<file path="src/rtl/mem_bus_arbiter_if.sv">
// Master-side TileLink-UL style A/D channel bundle for mem_bus_arbiter.
//   A channel: a_valid/a_ready handshake plus opcode, address, data, mask, source.
//   D channel: d_valid/d_ready handshake plus response data and source ID.
// master modport: the arbiter (drives A, accepts D).
// slave modport : the bus interface / memory side.
interface mem_bus_arbiter_if #(
    parameter int ADDR_W = 32,
    parameter int DATA_W = 32
);
    logic              a_valid;
    logic              a_ready;
    logic [2:0]        a_opcode;
    logic [ADDR_W-1:0] a_address;
    logic [DATA_W-1:0] a_data;
    logic [3:0]        a_mask;
    logic              a_source;
    logic              d_valid;
    logic              d_ready;
    logic [DATA_W-1:0] d_data;
    logic              d_source;

    modport master (
        output a_valid, a_opcode, a_address, a_data, a_mask, a_source, d_ready,
        input  a_ready, d_valid, d_data, d_source
    );

    modport slave (
        input  a_valid, a_opcode, a_address, a_data, a_mask, a_source, d_ready,
        output a_ready, d_valid, d_data, d_source
    );
endinterface

</file>
<file path="src/rtl/mem_bus_arbiter.sv">
// Arbitrates the single A/D master channel between instruction fetch (I) and
// the memory-stage data port (D). One transaction outstanding at a time.
// Data has fixed priority; after MAX_DATA_STREAK consecutive contended data
// grants, fetch wins once.
// Ports:
//   clk, reset              : clock, synchronous active-high reset
//   if_req_* / if_rsp_*     : fetch requester (read only)
//   dm_req_* / dm_rsp_*     : data requester (load/store)
//   bus                     : A/D channel, master side
//   busy                    : transaction in progress (state != IDLE)
//   err_sticky              : a D beat arrived with the wrong source ID
module mem_bus_arbiter #(
    parameter int ADDR_W          = 32,
    parameter int DATA_W          = 32,
    parameter int MAX_DATA_STREAK = 4
) (
    input  logic              clk,
    input  logic              reset,
    input  logic              if_req_valid,
    input  logic [ADDR_W-1:0] if_addr,
    output logic              if_req_ready,
    output logic              if_rsp_valid,
    output logic [DATA_W-1:0] if_rsp_data,
    input  logic              dm_req_valid,
    input  logic              dm_we,
    input  logic [ADDR_W-1:0] dm_addr,
    input  logic [DATA_W-1:0] dm_wdata,
    output logic              dm_req_ready,
    output logic              dm_rsp_valid,
    output logic [DATA_W-1:0] dm_rsp_data,
    mem_bus_arbiter_if.master bus,
    output logic              busy,
    output logic              err_sticky
);
    localparam int STREAK_W = $clog2(MAX_DATA_STREAK + 1);
    localparam logic [2:0] OP_GET = 3'd4;
    localparam logic [2:0] OP_PUT = 3'd0;

    typedef enum logic [1:0] {IDLE, REQ, RESP} state_t;

    state_t              state, next_state;
    logic [STREAK_W-1:0] streak;
    logic                streak_full;
    logic                grant_any, grant_d;
    logic                a_valid_int, d_ready_int;
    logic                src_q, we_q;
    logic [2:0]          opcode_q;
    logic [ADDR_W-1:0]   addr_q;
    logic [DATA_W-1:0]   wdata_q;
    logic                beat_ok;

    assign streak_full = (streak == STREAK_W'(MAX_DATA_STREAK));
    assign beat_ok     = d_ready_int && bus.d_valid && (bus.d_source == src_q);

    always_ff @(posedge clk) begin
        if (reset) state <= IDLE;
        else       state <= next_state;
    end

    always_comb begin
        next_state   = state;
        if_req_ready = 1'b0;
        dm_req_ready = 1'b0;
        grant_any    = 1'b0;
        grant_d      = 1'b0;
        a_valid_int  = 1'b0;
        d_ready_int  = 1'b0;
        case (state)
            IDLE: begin
                // Data wins unless fetch is also waiting and the streak is used up.
                if (dm_req_valid && !(if_req_valid && streak_full)) begin
                    grant_any    = 1'b1;
                    grant_d      = 1'b1;
                    dm_req_ready = 1'b1;
                    next_state   = REQ;
                end else if (if_req_valid) begin
                    grant_any    = 1'b1;
                    if_req_ready = 1'b1;
                    next_state   = REQ;
                end
            end
            REQ: begin
                a_valid_int = 1'b1;
                if (bus.a_ready) next_state = RESP;
            end
            RESP: begin
                d_ready_int = 1'b1;
                if (beat_ok) next_state = IDLE;
            end
            default: next_state = IDLE;
        endcase
    end

    always_ff @(posedge clk) begin
        if (reset) begin
            streak       <= '0;
            src_q        <= 1'b0;
            we_q         <= 1'b0;
            opcode_q     <= '0;
            addr_q       <= '0;
            wdata_q      <= '0;
            if_rsp_valid <= 1'b0;
            if_rsp_data  <= '0;
            dm_rsp_valid <= 1'b0;
            dm_rsp_data  <= '0;
            err_sticky   <= 1'b0;
        end else begin
            if_rsp_valid <= 1'b0;
            dm_rsp_valid <= 1'b0;

            if (grant_any) begin
                src_q    <= grant_d;
                we_q     <= grant_d && dm_we;
                opcode_q <= (grant_d && dm_we) ? OP_PUT : OP_GET;
                addr_q   <= grant_d ? dm_addr : if_addr;
                wdata_q  <= (grant_d && dm_we) ? dm_wdata : '0;
                // Only contended data grants extend the streak.
                if (grant_d && if_req_valid) begin
                    if (!streak_full) streak <= streak + 1'b1;
                end else begin
                    streak <= '0;
                end
            end

            if (d_ready_int && bus.d_valid) begin
                if (bus.d_source == src_q) begin
                    if (src_q) begin
                        dm_rsp_valid <= 1'b1;
                        dm_rsp_data  <= we_q ? '0 : bus.d_data;
                    end else begin
                        if_rsp_valid <= 1'b1;
                        if_rsp_data  <= bus.d_data;
                    end
                end else begin
                    err_sticky <= 1'b1;
                end
            end
        end
    end

    assign bus.a_valid   = a_valid_int;
    assign bus.a_opcode  = opcode_q;
    assign bus.a_address = addr_q;
    assign bus.a_data    = wdata_q;
    assign bus.a_mask    = 4'hF;
    assign bus.a_source  = src_q;
    assign bus.d_ready   = d_ready_int;
    assign busy          = (state != IDLE);
endmodule

</file>
<file path="src/flat_wrapper.sv">
// flat-port wrapper written by rule: the top's interface ports become plain ports
module mem_bus_arbiter_flat 
#(
    parameter int ADDR_W          = 32,
    parameter int DATA_W          = 32,
    parameter int MAX_DATA_STREAK = 4
)
  (clk, reset, if_req_valid, if_addr, if_req_ready, if_rsp_valid, if_rsp_data, dm_req_valid, dm_we, dm_addr, dm_wdata, dm_req_ready, dm_rsp_valid, dm_rsp_data, busy, err_sticky, bus_a_valid, bus_a_opcode, bus_a_address, bus_a_data, bus_a_mask, bus_a_source, bus_d_ready, bus_a_ready, bus_d_valid, bus_d_data, bus_d_source);
  mem_bus_arbiter_if #(.ADDR_W(ADDR_W), .DATA_W(DATA_W)) bus_i ();
  input  logic clk;
  input  logic reset;
  input  logic if_req_valid;
  input  logic [ADDR_W-1:0] if_addr;
  output logic if_req_ready;
  output logic if_rsp_valid;
  output logic [DATA_W-1:0] if_rsp_data;
  input  logic dm_req_valid;
  input  logic dm_we;
  input  logic [ADDR_W-1:0] dm_addr;
  input  logic [DATA_W-1:0] dm_wdata;
  output logic dm_req_ready;
  output logic dm_rsp_valid;
  output logic [DATA_W-1:0] dm_rsp_data;
  output logic busy;
  output logic err_sticky;
  output wire logic [$bits(bus_i.a_valid)-1:0] bus_a_valid;
  output wire logic [$bits(bus_i.a_opcode)-1:0] bus_a_opcode;
  output wire logic [$bits(bus_i.a_address)-1:0] bus_a_address;
  output wire logic [$bits(bus_i.a_data)-1:0] bus_a_data;
  output wire logic [$bits(bus_i.a_mask)-1:0] bus_a_mask;
  output wire logic [$bits(bus_i.a_source)-1:0] bus_a_source;
  output wire logic [$bits(bus_i.d_ready)-1:0] bus_d_ready;
  input wire logic [$bits(bus_i.a_ready)-1:0] bus_a_ready;
  input wire logic [$bits(bus_i.d_valid)-1:0] bus_d_valid;
  input wire logic [$bits(bus_i.d_data)-1:0] bus_d_data;
  input wire logic [$bits(bus_i.d_source)-1:0] bus_d_source;
  assign bus_a_valid = bus_i.a_valid;
  assign bus_a_opcode = bus_i.a_opcode;
  assign bus_a_address = bus_i.a_address;
  assign bus_a_data = bus_i.a_data;
  assign bus_a_mask = bus_i.a_mask;
  assign bus_a_source = bus_i.a_source;
  assign bus_d_ready = bus_i.d_ready;
  assign bus_i.a_ready = bus_a_ready;
  assign bus_i.d_valid = bus_d_valid;
  assign bus_i.d_data = bus_d_data;
  assign bus_i.d_source = bus_d_source;
  mem_bus_arbiter #(.ADDR_W(ADDR_W), .DATA_W(DATA_W), .MAX_DATA_STREAK(MAX_DATA_STREAK)) u_core (.clk(clk), .reset(reset), .if_req_valid(if_req_valid), .if_addr(if_addr), .if_req_ready(if_req_ready), .if_rsp_valid(if_rsp_valid), .if_rsp_data(if_rsp_data), .dm_req_valid(dm_req_valid), .dm_we(dm_we), .dm_addr(dm_addr), .dm_wdata(dm_wdata), .dm_req_ready(dm_req_ready), .dm_rsp_valid(dm_rsp_valid), .dm_rsp_data(dm_rsp_data), .bus(bus_i), .busy(busy), .err_sticky(err_sticky));
endmodule
</file>
<file path="config.mk">
export PLATFORM = sky130hd
export DESIGN_NAME = mem_bus_arbiter_flat
export DESIGN_NICKNAME = d
export VERILOG_FILES = /design/src/rtl/mem_bus_arbiter_if.sv /design/src/rtl/mem_bus_arbiter.sv /design/src/flat_wrapper.sv
export SDC_FILE = /design/constraint.sdc
export NUM_CORES = 1
export LEC_CHECK = 0
export CORE_MARGIN = 2
export CORE_UTILIZATION = 43
export CTS_CLUSTER_DIAMETER = 120
export DETAILED_ROUTE_END_ITERATION = 6
export PLACE_DENSITY = 0.84
export SLEW_MARGIN = 20
export SYNTH_ARGS = -nofsm -noshare
export SYNTH_HDL_FRONTEND = slang
export SYNTH_SLANG_ARGS = --single-unit
</file>
<file path="constraint.sdc">
create_clock -name clk -period 5.5 [get_ports clk]
set_clock_uncertainty 0.2 [all_clocks]
set_input_delay 1.1 -clock clk [delete_from_list [all_inputs] [get_ports clk]]
set_output_delay 1.1 -clock clk [all_outputs]
set_load 0.02 [all_outputs]
</file>
==> results of run 1 <==
## state kept, by name (all words and copies together), names as in the netlist, 2 cells and up
name                  count
u_core.if_rsp_data       32
u_core.streak             3
u_core.bus.a_data        32
u_core.state              2
u_core.bus.a_address     32
u_core.dm_rsp_data       32
## report_power, final
group          internal [mW]  switching (mW)
Combinational          0.236           0.215
Sequential              1.05          0.0363
Clock                  0.779           0.422
Total                   2.07           0.674
## per-stage QoR
stage | worst slack (ps) | cells | utilization, %
detailed placement | 1370 | 978 | 65.6
global route | 1240 | 1010 | 70.7
finish | 1300 | 1010 | 70.7
CTS | 1350 | 1009 | 70.6
floorplan | 2210 | 592 | -
global placement | 1450 | 978 | 65.6
## kinds of logic (layout without fill, tap and decap cells)
logic type,Yosys count,after routing,synth area share [%]
DFF,139,139,49.6
buffers and inverters,76,322,6.71
AOI/OAI and AO/OA,210,210,25.5
adders and majority gates,3,3,0.669
other,2,6,0.134
and+or+nand+nor,158,158,17.4
## critical path, cell delays in order
cell and delay, ps:
clkdlybuf4s50_1 610, a21boi_0 500, nor2_1 110, clkdlybuf4s50_1 580
## routing by layer
metal	GRT usage (%)	vias to the layer above
li1	-	2617
met1	28.2	2738
met2	45.6	298
met3	9.85	40
met4	8.96	0
met5	0	-
## Yosys cell counts (3+ instances only)
| cell | instances |
|---|---|
| nor2b_1 | 4 |
| buf_2 | 25 |
| nand4_1 | 4 |
| dfxtp_1 | 139 |
| o21ai_1 | 6 |
| nand2_1 | 68 |
| buf_6 | 3 |
| inv_1 | 7 |
| clkbuf_1 | 26 |
| buf_4 | 10 |
| a21o_1 | 32 |
| nand3b_1 | 32 |
| ha_1 | 3 |
| nand4b_1 | 33 |
| a21oi_1 | 71 |
| a22o_1 | 32 |
| a32o_1 | 32 |
| o21ai_0 | 32 |
| buf_1 | 5 |
| nor2_1 | 4 |
## final timing paths
kind / endpoint / slack (ps) / depth (start not counted)
setup reg to reg: u_core.dm_rsp_data[2]$_SDFFE_PP0P_ / 2190 / 7
hold / removal: u_core.if_rsp_data[22]$_SDFFE_PP0P_ / 250 / 2
setup / recovery: if_req_ready / 1300 / 4
hold reg to reg: u_core.if_rsp_data[22]$_SDFFE_PP0P_ / 250 / 2
## final cells by class
cell class | count | area, µm²
Fill cell | 955 | 3710
Timing Repair Buffer | 284 | 2820
Sequential cell | 139 | 2780
Multi-Input combinational cell | 377 | 2490
Clock buffer | 20 | 457
Tap cell | 172 | 215
Clock inverter | 11 | 168
Inverter | 7 | 26.3
==> metrics.cfg, run 1 <==
[finish]
diodes = 0
synthToLayoutAreaGrowth_pct = 59.6
mostFrequentLayoutCell = clkdlybuf4s50_1
drive_above_1_share_pct = 5.97
final_cell_mix = clkdlybuf4s50_1 (272), dfxtp_1 (139), a21oi_1 (71)
nNetsFinal = 965
design_area_mm2 = 0.00896

[clock_network]
cts_resized = 0
clkTransAtPathRegs_ps = 60
cts.sinks = 139
cts.htree.levels = 4
cts_buffers = 17
cts_tree = built
ctsRootBufferMaster = clkbuf_16
worstSkewPairLatency_ps = 410
postCtsSetupRepairBufs = 0
hold_buffers = 0
clockBufferDepth = 2

[hold_path]
hp-start = u_core.if_rsp_data[22]$_SDFFE_PP0P_
hold_path_class = reg2reg

[sta]
max_freq_ghz = 0.238
period_share_pct = 76.3
relSlewSlack_pct = 27.7
setup-tns-final_ps = 0
hold_viol_final = 0
rsz0062_at_grt = false
setup_viol = 0
holdWs_ps = 255
worst_pin_slew_ps = 1080
finalCriticalPeriod_ps = 4200
slew_viol_final = 0

[placement]
gp_congestion = 0.832
placed_area_mm2 = 0.00832
hpwlAfterDp_mm = 13.2
io_buffers = 273

[detailed_routing]
antenna_left = 0
first_pass_iters = 6
vias_per_cell = 5.64
drt_iter0_markers = 554
wire_per_inst_um = 18.4
drt-met1-wl_mm = 7.11
num_vias = 5693
topRoutingLayerUsed = met4
routed_wl_mm = 18.6
dr_wl_met2_mm = 9.26
drcViolationCount = 0
met3_length_mm = 1.87

[setup_path]
end_kind = primary output
startpoint = dm_req_valid
r2r_start = u_core.bus.a_source$_SDFFE_PP0P_
cp.arrival_ps = 2900
crit_fanout = 6
critPathLaunchType = input pin
worstPathRequired_ps = 4200
critical_path_class = in2out

[pwr]
leakage_nw = 3.21
peakVddDrop_v = 0.000154
totalPowerFinal_mw = 2.74
power_density_mw_per_mm2 = 306

[logic_synthesis]
syn_area_mm2 = 0.00561
synth_top_area_share_pct = 49.6
synthDistinctLibCells = 35
avgSynthCellArea_um2 = 9.55
async_flop_share_pct = 0
synth_edf_count = 0
ys.flop_type = dfxtp_1
seq_area_frac_synth_pct = 49.6
yosys_warnings = 0
synthTopCellsByArea = dfxtp_1 (50%), a21oi_1 (6.3%), a32o_1 (5.7%), nand4b_1 (5.1%), a22o_1 (5.0%)
yosysTopAreaCell = dfxtp_1
ys_seq_elements = 139
synthesis.instances = 588

[flow_run]
cap_violations = 0

[grt]
grt_pass1_wl_mm = 29.1
grt_start_max_net_pins = 67
overflow = 0
grt_util_all_layers_pct = 25.8
grt_antenna_before_repair = 0
grt_pass1_vias = 5704

[run_status]
status = finished, final reports clean

[die]
core_region_area_mm2 = 0.0127
initial_utilization_pct = 44.3
io_pins = 280
num_rows = 41
fp.dieH_um = 118
die_w_um = 118
dieArea_mm2 = 0.0140

Power figures use the tool's default switching activity.
==> inputs of run 2 (changes only) <==
--- a/config.mk
+++ b/config.mk
@@ -6,10 +6,10 @@
 export NUM_CORES = 1
 export LEC_CHECK = 0
 export CORE_MARGIN = 2
-export CORE_UTILIZATION = 43
+export CORE_UTILIZATION = 40
 export CTS_CLUSTER_DIAMETER = 120
 export DETAILED_ROUTE_END_ITERATION = 6
-export PLACE_DENSITY = 0.84
+export PLACE_DENSITY = 0.79
 export SLEW_MARGIN = 20
 export SYNTH_ARGS = -nofsm -noshare
 export SYNTH_HDL_FRONTEND = slang
==> constraint.sdc (replaced) <==
create_clock -name clk -period 4.2 [get_ports clk]
set_clock_uncertainty 0.2 [all_clocks]
set_input_delay 0.84 -clock clk [delete_from_list [all_inputs] [get_ports clk]]
set_output_delay 0.84 -clock clk [all_outputs]
set_load 0.02 [all_outputs]
==> run 2 against run 1 <==
Worst setup slack worse by 670 ps. Hold slack worse by 1.3 ps. Power up 29%. Flip-flop and latch count unchanged. First-iteration DRC count down 32%. Cell count up 1.1%. Critical endpoint unchanged. Largest power group unchanged. Highest routed layer unchanged.
==> metrics.cfg, run 2 (same netlist as run 1, synthesis figures left out) <==
[setup_path]
cp.arrival_ps = 2530
slowest_stage = clkdlybuf4s50_1
crit_top_cell = clkdlybuf4s50_1
cp_slowest_stage_delay_ps = 580
end_kind = primary output
cp_cell_sequence = clkdlybuf4s50_1 > a21boi_0 > nor2_1 > clkdlybuf4s50_1
worstPathRequired_ps = 3160
cp.buffers_inverters = 2
crit_family = buffers and inverters
critPathLaunchType = input pin
critical_path_class = in2out
crit_fanout = 6

[detailed_routing]
wire_per_inst_um = 17.4
first_pass_iters = 7
vias_per_cell = 5.48
antenna_left = 0
drcViolationCount = 0
num_vias = 5600
drt_iter0_markers = 375
routed_wl_mm = 17.8

[finish]
diodes = 0
fillCellCount = 1126
final_cell_mix = clkdlybuf4s50_1 (272), dfxtp_1 (139), a21oi_1 (71)
nNetsFinal = 967
design_area_mm2 = 0.00895
drive_above_1_share_pct = 5.95
synthToLayoutAreaGrowth_pct = 59.4
mostFrequentLayoutCell = clkdlybuf4s50_1

[sta]
period_share_pct = 84.9
rsz0062_at_grt = false
worst_pin_slew_ps = 903
hold_viol_final = 0
max_freq_ghz = 0.280
setup-tns-final_ps = 0
relSlewSlack_pct = 39.7
setup_viol = 0
finalCriticalPeriod_ps = 3570
slew_viol_final = 0

[placement]
gp_congestion = 0.790
io_buffers = 273
hpwlAfterDp_mm = 12.6
placed_area_mm2 = 0.00835

[grt]
grt_util_all_layers_pct = 23.3
top_usage_layer = met2
grt_util_met1_pct = 26.7
grt_pass1_wl_mm = 27.3
use_met2_pct = 40.1
grt_antenna_before_repair = 0
grtUsageMet3_pct = 8.41
overflow = 0
grt_start_max_net_pins = 78
grt_pass1_vias = 5339

[clock_network]
cts_resized = 0
hold_buffers = 0
cts.sinks = 139
ctsRootBufferMaster = clkbuf_16
cts.htree.levels = 4
cts_tree = built
postCtsSetupRepairBufs = 0
clockBufferDepth = 2
worstSkewPairLatency_ps = 410
clkTransAtPathRegs_ps = 60
cts_buffers = 17

[hold_path]
hold_path_class = reg2reg

[die]
die_w_um = 122
core_region_area_mm2 = 0.0138
io_pins = 280
fp.dieH_um = 122
dieArea_mm2 = 0.0150
num_rows = 43
initial_utilization_pct = 40.8

[pwr]
peakVddDrop_v = 0.000257
p_int_mw = 2.63
seq_power_share_pct = 40.4
power_density_mw_per_mm2 = 395
p_sw_share_pct = 25.7
p_sw_uw = 908
p_comb_share_pct = 16.5
leakage_nw = 3.21
clockPowerShare_pct = 43.1

[run_status]
status = finished, final reports clean

[flow_run]
cap_violations = 0

==> run 2: changes by cell type in the layout (fill, tap and decap cells not counted), sizes merged <==
cell / change
buf: +2
clkinv: +2
bufinv: -1
clkbuf: -1
inv: +1
==> run 2: routing by layer <==
layer / vias up / share of wire, %
li1: 2622 / -
met1: 2696 / 40
met2: 265 / 49
met3: 17 / 10
met4: 0 / 1.3
met5: - / 0
==> run 2: worst paths after layout <==
check	startpoint	end	slack (ps)	depth (start not counted)
worst max register to register	u_core.bus.a_source$_SDFFE_PP0P_	u_core.dm_rsp_data[18]$_SDFFE_PP0P_	1500	7
worst max-delay path	dm_req_valid	if_req_ready	630	4
worst min-delay path	u_core.if_rsp_data[24]$_SDFFE_PP0P_	u_core.if_rsp_data[24]$_SDFFE_PP0P_	250	2
worst min register to register	u_core.if_rsp_data[24]$_SDFFE_PP0P_	u_core.if_rsp_data[24]$_SDFFE_PP0P_	250	2
==> run 2: final cells by class <==
cell class | count | area (µm²) | area share [%]
repair buffers | 286 | 2830 | 31.6
flip-flops and latches | 139 | 2780 | 31.1
multi-input cells | 377 | 2490 | 27.8
clock buffers | 19 | 433 | 4.84
well taps | 180 | 225 | 2.52
clock inverters | 13 | 168 | 1.87
inverters | 7 | 26.3 | 0.294
==> run 2: power by group through the flow <==
stage                     Combinational (mW)  Sequential (mW)  Clock (mW)
final                                  0.583             1.43        1.52
after global routing                   0.619             1.44        1.61
after CTS                              0.585             1.43        1.55
after detailed placement               0.582             1.46           0
after global placement                 0.572             1.45           0
after floorplan                        0.229             1.51           0
==> run 2: metrics by stage <==
stage                     utilization (%)  power (mW)  hold WS [ps]  worst slack (ps)  std cells
final                                65.0        3.53           253               634       1021
after global routing                 65.0        3.66           275               580       1021
after CTS                            65.0        3.56           259               638       1021
after detailed placement             60.6        2.04           251               650        989
after global placement               60.6        2.03           241               684        989
after floorplan                         -        1.74           266              1430        592
==> run 2: worst min-delay path, stage by stage (launching register included) <==
cell and delay, ps:
dfxtp_1 310, nand2_1 50, a21oi_1 50
